`src/rtl/banner_scroller_if.sv`:
```
// Purpose: control, message-write and display signals of the banner scroller.
// Latency: none, this is wiring only.
// Backpressure: none. Writes and steps are single-cycle strobes that are always accepted.
interface banner_scroller_if #(
    parameter int DIGITS  = 6,
    parameter int MSG_LEN = 16,
    parameter int SYM_W   = 5
);
    localparam int AW = (MSG_LEN > 1) ? $clog2(MSG_LEN) : 1;

    logic                      en;
    logic                      dir;
    logic [1:0]                mode;
    logic                      restart;
    logic                      wr_en;
    logic [AW-1:0]             wr_addr;
    logic [SYM_W-1:0]          wr_data;
    logic [DIGITS*SYM_W-1:0]   disp;
    logic [AW-1:0]             pos;
    logic                      wrap;
    logic                      done;

    // The controller drives the controls and message writes.
    modport master (
        output en, dir, mode, restart, wr_en, wr_addr, wr_data,
        input  disp, pos, wrap, done
    );

    // The scroller receives the controls and drives the window.
    modport slave (
        input  en, dir, mode, restart, wr_en, wr_addr, wr_data,
        output disp, pos, wrap, done
    );
endinterface

```
`src/rtl/banner_scroller.sv`:
```
// Purpose: scrolls a DIGITS-wide window over a writable MSG_LEN-symbol message (rotate/bounce/single-shot/hold).
// Latency: disp is combinational from registered pos/msg; pos/wrap/done update on the edge ending a step cycle.
// Backpressure: none. Optional macro BANNER_DWELL_EN makes rotate mode pause DWELL steps at pos 0.
module banner_scroller #(
    parameter int DIGITS   = 6,
    parameter int MSG_LEN  = 16,
    parameter int SYM_W    = 5,
    parameter int TICK_DIV = 15_000_000,
    parameter int DWELL    = 4
) (
    input logic               clk,
    input logic               rst_n,
    banner_scroller_if.slave  bus
);
    localparam int AW = (MSG_LEN > 1) ? $clog2(MSG_LEN) : 1;
    localparam int CW = (TICK_DIV > 1) ? $clog2(TICK_DIV) : 1;

    localparam logic [CW-1:0] TLAST     = CW'(TICK_DIV - 1);
    localparam logic [AW-1:0] LAST      = AW'(MSG_LEN - 1);
    localparam logic [AW-1:0] LIM       = AW'(MSG_LEN - DIGITS);
    localparam logic [AW-1:0] ONE       = AW'(1);
    localparam logic [AW:0]   MSG_LEN_W = (AW+1)'(MSG_LEN);

    localparam logic [1:0] M_ROT  = 2'b00;
    localparam logic [1:0] M_BNC  = 2'b01;
    localparam logic [1:0] M_SGL  = 2'b10;

    logic [CW-1:0]    cnt_q;
    logic             step;
    logic [AW-1:0]    pos_q, pos_nxt, rot_nxt;
    logic             up_q, up_nxt;
    logic             done_q, done_nxt;
    logic             wrap_q, wrap_nxt;
    logic [1:0]       mode_q;
    logic [SYM_W-1:0] msg [MSG_LEN];
    logic             wr_ok;
    logic [DIGITS*SYM_W-1:0] disp_w;
    int               idx;

`ifdef BANNER_DWELL_EN
    localparam int DWW = (DWELL > 0) ? $clog2(DWELL + 1) : 1;
    logic [DWW-1:0] dwell_q, dwell_nxt;
`endif

    // A step happens on the last count of each enabled tick period.
    assign step  = bus.en && (cnt_q == TLAST);
    assign wr_ok = bus.wr_en && ({1'b0, bus.wr_addr} < MSG_LEN_W);

    // Tick divider: counts while enabled, freezes otherwise, cleared by restart.
    always_ff @(posedge clk or negedge rst_n) begin
        if (!rst_n) begin
            cnt_q <= '0;
        end else if (bus.restart) begin
            cnt_q <= '0;
        end else if (bus.en) begin
            cnt_q <= step ? '0 : cnt_q + 1'b1;
        end
    end

    // Message store: reset to an ascending hex pattern, out-of-range writes dropped.
    always_ff @(posedge clk or negedge rst_n) begin
        if (!rst_n) begin
            for (int i = 0; i < MSG_LEN; i++) begin
                msg[i] <= SYM_W'(i % 16);
            end
        end else if (wr_ok) begin
            msg[bus.wr_addr] <= bus.wr_data;
        end
    end

    // Circular neighbour of pos in the selected rotate direction.
    always_comb begin
        rot_nxt = pos_q;
        if (bus.dir) begin
            rot_nxt = (pos_q == LAST) ? '0 : pos_q + ONE;
        end else begin
            rot_nxt = (pos_q == '0) ? LAST : pos_q - ONE;
        end
    end

    // Per-mode position update; restart wins over any coincident step.
    always_comb begin
        pos_nxt  = pos_q;
        up_nxt   = up_q;
        done_nxt = done_q;
        wrap_nxt = 1'b0;
`ifdef BANNER_DWELL_EN
        dwell_nxt = dwell_q;
`endif
        // Leaving or entering a mode forgets a finished single-shot.
        if (bus.mode != mode_q) begin
            done_nxt = 1'b0;
        end
        if (step) begin
`ifdef BANNER_DWELL_EN
            // A pause only makes sense while rotating; drop it elsewhere.
            if (bus.mode != M_ROT) begin
                dwell_nxt = '0;
            end
`endif
            case (bus.mode)
                M_ROT: begin
`ifdef BANNER_DWELL_EN
                    if (dwell_q != '0) begin
                        dwell_nxt = dwell_q - 1'b1;
                    end else begin
                        pos_nxt = rot_nxt;
                        if (rot_nxt == '0 && pos_q != '0) begin
                            dwell_nxt = DWW'(DWELL);
                        end
                    end
`else
                    pos_nxt = rot_nxt;
`endif
                    wrap_nxt = (pos_nxt == '0) && (pos_q != '0);
                end
                M_BNC: begin
                    if (LIM == '0) begin
                        pos_nxt = '0;
                    end else if (pos_q > LIM) begin
                        // Outside the bounce range: head back down into it.
                        up_nxt  = 1'b0;
                        pos_nxt = pos_q - ONE;
                    end else if (up_q) begin
                        if (pos_q == LIM) begin
                            pos_nxt = pos_q - ONE;
                            up_nxt  = 1'b0;
                        end else begin
                            pos_nxt = pos_q + ONE;
                            if ((pos_q + ONE) == LIM) up_nxt = 1'b0;
                        end
                    end else begin
                        if (pos_q == '0) begin
                            pos_nxt = ONE;
                            up_nxt  = 1'b1;
                        end else begin
                            pos_nxt = pos_q - ONE;
                            if (pos_q == ONE) up_nxt = 1'b1;
                        end
                    end
                end
                M_SGL: begin
                    if (pos_q < LIM) begin
                        pos_nxt = pos_q + ONE;
                        if ((pos_q + ONE) == LIM) done_nxt = 1'b1;
                    end else begin
                        done_nxt = 1'b1;
                    end
                end
                default: begin
                    // Hold: position frozen, divider keeps running.
                end
            endcase
        end
        if (bus.restart) begin
            pos_nxt  = '0;
            up_nxt   = 1'b1;
            done_nxt = 1'b0;
            wrap_nxt = 1'b0;
`ifdef BANNER_DWELL_EN
            dwell_nxt = '0;
`endif
        end
    end

    // Scroll state registers.
    always_ff @(posedge clk or negedge rst_n) begin
        if (!rst_n) begin
            pos_q  <= '0;
            up_q   <= 1'b1;
            done_q <= 1'b0;
            wrap_q <= 1'b0;
            mode_q <= M_ROT;
`ifdef BANNER_DWELL_EN
            dwell_q <= '0;
`endif
        end else begin
            pos_q  <= pos_nxt;
            up_q   <= up_nxt;
            done_q <= done_nxt;
            wrap_q <= wrap_nxt;
            mode_q <= bus.mode;
`ifdef BANNER_DWELL_EN
            dwell_q <= dwell_nxt;
`endif
        end
    end

    // Window: digit i shows msg[(pos + DIGITS-1-i) mod MSG_LEN]; the sum is below 2*MSG_LEN.
    always_comb begin
        disp_w = '0;
        idx    = 0;
        for (int i = 0; i < DIGITS; i++) begin
            idx = int'(pos_q) + DIGITS - 1 - i;
            if (idx >= MSG_LEN) idx = idx - MSG_LEN;
            disp_w[i*SYM_W +: SYM_W] = msg[idx[AW-1:0]];
        end
    end

    assign bus.disp = disp_w;
    assign bus.pos  = pos_q;
    assign bus.wrap = wrap_q;
    assign bus.done = done_q;
endmodule

```
`src/flat_wrapper.sv`:
```
// flat-port wrapper written by rule: the top's interface ports become plain ports
module banner_scroller_flat 
#(
    parameter int DIGITS   = 6,
    parameter int MSG_LEN  = 16,
    parameter int SYM_W    = 5,
    parameter int TICK_DIV = 15_000_000,
    parameter int DWELL    = 4
)
  (clk, rst_n, bus_en, bus_dir, bus_mode, bus_restart, bus_wr_en, bus_wr_addr, bus_wr_data, bus_disp, bus_pos, bus_wrap, bus_done);
  banner_scroller_if #(.DIGITS(DIGITS), .MSG_LEN(MSG_LEN), .SYM_W(SYM_W)) bus_i ();
  input logic clk;
  input logic rst_n;
  input wire logic [$bits(bus_i.en)-1:0] bus_en;
  input wire logic [$bits(bus_i.dir)-1:0] bus_dir;
  input wire logic [$bits(bus_i.mode)-1:0] bus_mode;
  input wire logic [$bits(bus_i.restart)-1:0] bus_restart;
  input wire logic [$bits(bus_i.wr_en)-1:0] bus_wr_en;
  input wire logic [$bits(bus_i.wr_addr)-1:0] bus_wr_addr;
  input wire logic [$bits(bus_i.wr_data)-1:0] bus_wr_data;
  output wire logic [$bits(bus_i.disp)-1:0] bus_disp;
  output wire logic [$bits(bus_i.pos)-1:0] bus_pos;
  output wire logic [$bits(bus_i.wrap)-1:0] bus_wrap;
  output wire logic [$bits(bus_i.done)-1:0] bus_done;
  assign bus_i.en = bus_en;
  assign bus_i.dir = bus_dir;
  assign bus_i.mode = bus_mode;
  assign bus_i.restart = bus_restart;
  assign bus_i.wr_en = bus_wr_en;
  assign bus_i.wr_addr = bus_wr_addr;
  assign bus_i.wr_data = bus_wr_data;
  assign bus_disp = bus_i.disp;
  assign bus_pos = bus_i.pos;
  assign bus_wrap = bus_i.wrap;
  assign bus_done = bus_i.done;
  banner_scroller #(.DIGITS(DIGITS), .MSG_LEN(MSG_LEN), .SYM_W(SYM_W), .TICK_DIV(TICK_DIV), .DWELL(DWELL)) u_core (.clk(clk), .rst_n(rst_n), .bus(bus_i));
endmodule
```
`config.mk`:
```
export PLATFORM = sky130hd
export DESIGN_NAME = banner_scroller_flat
export DESIGN_NICKNAME = d
export VERILOG_FILES = /design/src/rtl/banner_scroller_if.sv /design/src/rtl/banner_scroller.sv /design/src/flat_wrapper.sv
export SDC_FILE = /design/constraint.sdc
export NUM_CORES = 1
export LEC_CHECK = 0
export BUFFER_PORTS_ARGS = -buffer_cell sky130_fd_sc_hd__buf_2
export CAP_MARGIN = 20
export CORE_MARGIN = 2
export CORE_UTILIZATION = 41
export CTS_CLUSTER_SIZE = 30
export DETAILED_ROUTE_END_ITERATION = 6
export GPL_ROUTABILITY_DRIVEN = 0
export PLACE_DENSITY = 0.68
export SLEW_MARGIN = 25
export SYNTH_ARGS = -nofsm -noshare
export SYNTH_HDL_FRONTEND = slang
export SYNTH_SLANG_ARGS = --single-unit
```
`constraint.sdc`:
```
create_clock -name clk -period 7.86 [get_ports clk]
set_input_delay 1.572 -clock clk [delete_from_list [all_inputs] [get_ports clk]]
set_output_delay 1.572 -clock clk [all_outputs]
set_load 0.05 [all_outputs]
```
Word level (Yosys, flattened, before mapping)
Index checks and enable logic that the tools add are counted.
Cells by class
  bitwise logic cells: 7
  equal/unequal tests: 9
  add/subtract/negate cells: 16
  order comparisons: 16
  muxes and demuxes: 59
  reductions and logical operators: 13
Operators by type and width (count)
  $ge 32x6->1 const B: 6
  $bmux 5 s4: 6
  $bwmux 80: 1
  $mux 24: 3
  $mux 5: 13
  $mux 4: 16
  $sub 32x3->32 const B: 2
  $sub 32x4->32 const B: 2
  $ge 5x5->1 const B: 7
  $not 4->5: 7
  $sub 32x2->32 const B: 1
  $sub 4x1->4 const B: 7
  $add 24x1->24 const B: 1
  $eq 24x24->1 const B: 1
  $demux 5 s4: 1
  $mux 1: 18
  $eq 4x4->1 const B: 3
  $pmux 4 s3: 1
  $logic_not 4->1: 2
  $reduce_bool 4->1: 2
  $reduce_bool 2->1: 3
  $sub 5x1->6 const B: 1
  $add 4x3->5 const B: 1
  $lt 5x1->1 const B: 1
  other kinds (12): 14
Word-level totals
  flip-flop bits (word level): 113
  word-level logic and storage cells: 142
  output and inout port bits: 36

Logic depth before layout (Yosys ltp)
  depth after elaboration: 9
  mapped depth: 11
  depth with buffers taken out: 7

Least setup slack after synthesis
OpenSTA, ideal clock, no wires.
  path type: flip-flop to output port
  start: reg u_core.pos_q[0], in the netlist u_core.bus.pos[0]
  end: out bus_disp[10]
  path buffers: 4
  cell stages (with the launch flop): 12
  data required time: 6288 ps
  setup slack: 1951 ps
  data arrival time: 4337 ps
  cells stage by stage: dfrtp_1 buf_2 buf_2 inv_1 ha_1 buf_1 buf_1 inv_1 ha_1 xor2_2 mux2i_1 mux2i_1
On the way
  word-level cells in the longest chain between the ends: 9
  elaborated cells on any way between the ends: 10
RTL lines
  start, declared: line banner_scroller.sv:30  | logic [AW-1:0] pos_q, pos_nxt, rot_nxt;
  start signal, assigned: line banner_scroller.sv:178  | pos_q <= pos_nxt;
  $add 4x3->5 *: line banner_scroller.sv:194  | idx = int'(pos_q) + DIGITS - 1 - i;
  $sub 5x1->6 *
  $sub 32x3->32 *: line banner_scroller.sv:194
  $ge 32x6->1 or $sub 4x1->4 (tied branches): line banner_scroller.sv:195  | if (idx >= MSG_LEN) idx = idx - MSG_LEN;
  $mux 4 *: line banner_scroller.sv:195
  $not 4->5 (not written as such) *: line banner_scroller.sv:196  | disp_w[i*SYM_W +: SYM_W] = msg[idx[AW-1:0]];
  $bmux 5 s4 *: line banner_scroller.sv:196
  $mux 5 (not written as such) * (2 in series): line banner_scroller.sv:196
  end, declared: line flat_wrapper.sv:21  | output wire logic [$bits(bus_i.disp)-1:0] bus_disp;
Mark *: on every way between the ends. The rest lies on a longest branch, timed or not. The select of a mux whose other input is x is not followed.

Worst setup path in the final report
  start: reg u_core.pos_q[0], in the netlist u_core.bus.pos[0]
  end: out bus_disp[9]
On the way
  word-level cells in the longest chain between the ends: 9
  elaborated cells on any way between the ends: 10
RTL lines (line)
  $add 4x3->5 *: banner_scroller.sv:194
  $sub 5x1->6 *
  $sub 32x2->32 *: banner_scroller.sv:194
  $ge 32x6->1 or $sub 4x1->4 (tied branches): banner_scroller.sv:195
  $mux 4 *: banner_scroller.sv:195
  $not 4->5 (not written as such) *: banner_scroller.sv:196
  $bmux 5 s4 *: banner_scroller.sv:196
  $mux 5 (not written as such) * (2 in series): banner_scroller.sv:196
Marks and branches as above.

==> impl_metrics.tcl <==
set metrics [dict create \
    drive_gt1_share_pct 45.95 \
    track_usage_pct 21.61 \
    ys_seq_elements 113 \
    num_vias 6002 \
    clock-sinks 113 \
    first_iter_violations 718 \
    stdcell_count 944 \
    dieArea_mm2 0.02093 \
    max_freq_mhz 151.9 \
    synth_top_cell_by_area "mux4_2" \
    drc 0 \
    fillers 1692 \
    netlist_area_mm2 0.008114 \
    setup_viol 0 \
    synth_common_cells "mux4_2 (95), mux2_2 (81), dfrtp_1 (80)" \
    slew_viol_final 0 \
    antenna_found_initial 0 \
    rsz0062_at_grt "false" \
    path_cells "inv_1, ha_4, inv_1, ha_1, a21boi_0, xnor2_1, mux4_2, buf_2" \
    ys.warnings.count 0 \
    critPathSlowestCell "ha_4" \
    syn_area_per_cell_um2 12.88 \
    path_class "flop to primary output" \
    synth_cell_types 64 \
    synth_top_area_share_pct 26.37 \
    p_int_uw 1430 \
    yosysSeqAreaShare_pct 35.36 \
    path_max_fanout 69 \
    ant_nets 0 \
    power_frac_comb_pct 26.1 \
    core_mm2 0.01946 \
    drt-vias-per-instance 6.358 \
    htreeDepth 4 \
    die_x_um 144.7 \
    skew_ns 0.008002 \
    crit_path_start_kind "flop" \
    p_leak_uw 0.003460 \
    post-cts-setup-buffers 0 \
    synthCells 630 \
    dp_cells 912 \
    tightest_slew_ns 1.090 \
    gr-total-overflow 0 \
    clock_latency_ns 0.42 \
    synth-async-reset-ratio_pct 100.0 \
    wirelength_um 21350 \
    clk_pin_slew_ns 0.05 \
    cts_resized 0 \
    hold_path.class "flop to flop" \
    syn-num-nets 661 \
    port_buffers 52 \
    dr.pass1.iters 5 \
    synth_edf_count 0 \
    finalCritPeriodShare_pct 83.74 \
    pwr-share-seq_pct 39.6 \
    design_area_mm2 0.009170 \
    die_height_um 144.7 \
    cts_tree "yes" \
    crit_arrival_ns 5.01 \
    slowest_delay_ns 1.03 \
    max_slew_margin_pct 26.78 \
    hold_violations 0 \
    wl_per_cell_um 22.62 \
    power_frac_clock_pct 34.3 \
    dpl_cell_area_mm2 0.008611 \
    tns_ns 0 \
    pre_cts_ws_ns 1.776 \
    initial_core_util_pct 41.69 \
    cp-end-kind "primary output" \
    cts.path.max_buffers 2 \
    grt_max_degree 70 \
    p_total_uw 2106 \
    dp_hpwl_um 14150 \
    power_switching_uw 676.2 \
    min_delay_path_depth 2 \
    yosysMostFrequentCell "mux4_2" \
    rows 51 \
    synthTopCellsByArea "mux4_2 (26%), dfrtp_1 (25%), mux2_2 (11%)" \
    fin_nets 697 \
    swShare_pct 32.11 \
    peakVddDrop_v 0.0001574 \
    antenna_cells 0 \
    drv_cap 0 \
    cts_hold_buf 0 \
    cts_made_buffers 17 \
    ios 53 \
    crit_top_cell "inv_1" \
    status "complete, no violations" \
    root_buffer "clkbuf_16" \
    period_needed_ns 6.582 \
    first_global_vias 5978 \
    reg2reg_depth 6 \
    grt_pass1_wl_um 33710 \
    areaGrowthSynthToFinish_pct 13.01 \
    cp.required_ns 6.29 \
    synth_top_flop_cell "dfrtp_1" \
    p_per_area_mw_per_mm2 229.6 \
    fin_ws_ns 1.278 \
]
-- final cells by class --
cell class	instances	area, um^2	share of cell area [%]
inverters	17	63.81	0.6959
clock inverters	9	85.08	0.9278
flip-flops and latches	113	2873	31.33
well taps	265	331.6	3.616
multi-input cells	460	5049	55.06
repair buffers	57	300.3	3.275
clock buffers	23	467.9	5.103
-- cells by family (layout without fill, tap and decap cells) --
| family | count (synthesis) | count (layout) | synth area share [%] |
|---|---|---|---|
| AOI/OAI and AO/OA | 66 | 66 | 5.351 |
| xor gates and xnor gates | 29 | 29 | 3.315 |
| adders and majority gates | 14 | 14 | 2.159 |
| buffers and inverters | 57 | 106 | 2.976 |
| DFF | 113 | 113 | 35.36 |
| muxes | 206 | 206 | 41.31 |
| and+or+nand+nor | 145 | 145 | 9.530 |
-- sequential cells by signal (all words and copies together), names as in the netlist --
register         cells
u_core.mode_q        2
u_core.cnt_q        24
u_core.up_q          1
u_core.bus.done      1
u_core.bus.pos       4
u_core.msg          80
u_core.bus.wrap      1
-- cell usage in the layout (no fill, tap or decap), types with 3 or more instances in the layout --
cell / count
and4_1: 3
a21oi_1: 21
mux2i_1: 30
ha_1: 13
a31oi_1: 3
clkinvlp_4: 3
nand4_1: 11
nand2_1: 27
clkinv_2: 3
mux4_2: 95
xnor2_1: 14
nor3_1: 4
or3_1: 3
buf_2: 51
clkbuf_1: 4
o21ai_0: 12
o31ai_1: 4
xor2_1: 11
nand3_1: 12
a211oi_1: 5
clkbuf_16: 17
nor2_1: 43
mux2_2: 81
inv_1: 16
nor2b_1: 9
nor4b_1: 3
dfstp_2: 33
dfrtp_1: 79
or4_1: 4
buf_4: 6
nand2b_1: 8
-- worst paths after layout --
path	startpoint	end	slack, ns
worst max-delay path	u_core.bus.pos[0]	bus_disp[9]	1.28
worst min-delay path	u_core.bus.done	u_core.bus.done	0.55
worst max register to register	u_core.bus.pos[0]	u_core.bus.wrap	4.48
worst min register to register	u_core.bus.done	u_core.bus.done	0.55
max in group asynchronous	rst_n	u_core.bus.pos[0]	5.30
min in group asynchronous	rst_n	u_core.msg[76]	1.19
-- routing by layer --
layer / up-vias / global-route usage, % / wire, um
met1: 3118 / 29.25 / 8901
met3: 39 / 5.067 / 1498
li1: 2543 / - / -
met5: - / 0 / 0
met4: 0 / 7.205 / 430
met2: 302 / 34.60 / 10520
-- critical path: cells and delay by family (launching register included) --
kind / cells / cell delay, ns
buffers and inverters: 3 / 0.86
adders and majority gates: 2 / 1.38
DFF: 1 / 0.84
AOI/OAI and AO/OA: 1 / 0.15
xor gates and xnor gates: 1 / 0.87
muxes: 1 / 0.45
-- power by group through the flow --
stage / clock network (uW) / registers [uW] / logic [uW]
floorplan: 0 / 790 / 442
global placement: 0 / 820 / 534
detailed placement: 0 / 837 / 547
CTS: 736 / 827 / 551
global route: 770 / 847 / 580
finish: 722 / 834 / 550
-- through the flow --
step | utilization, % | hold WS [ns]
after floorplan | - | 0.5192
after global placement | 44.15 | 0.5292
after detailed placement | 44.24 | 0.5483
after CTS | 47.08 | 0.5535
after global routing | 47.12 | 0.5725
final | 47.12 | 0.5466
(Power assumes the default switching activity.)
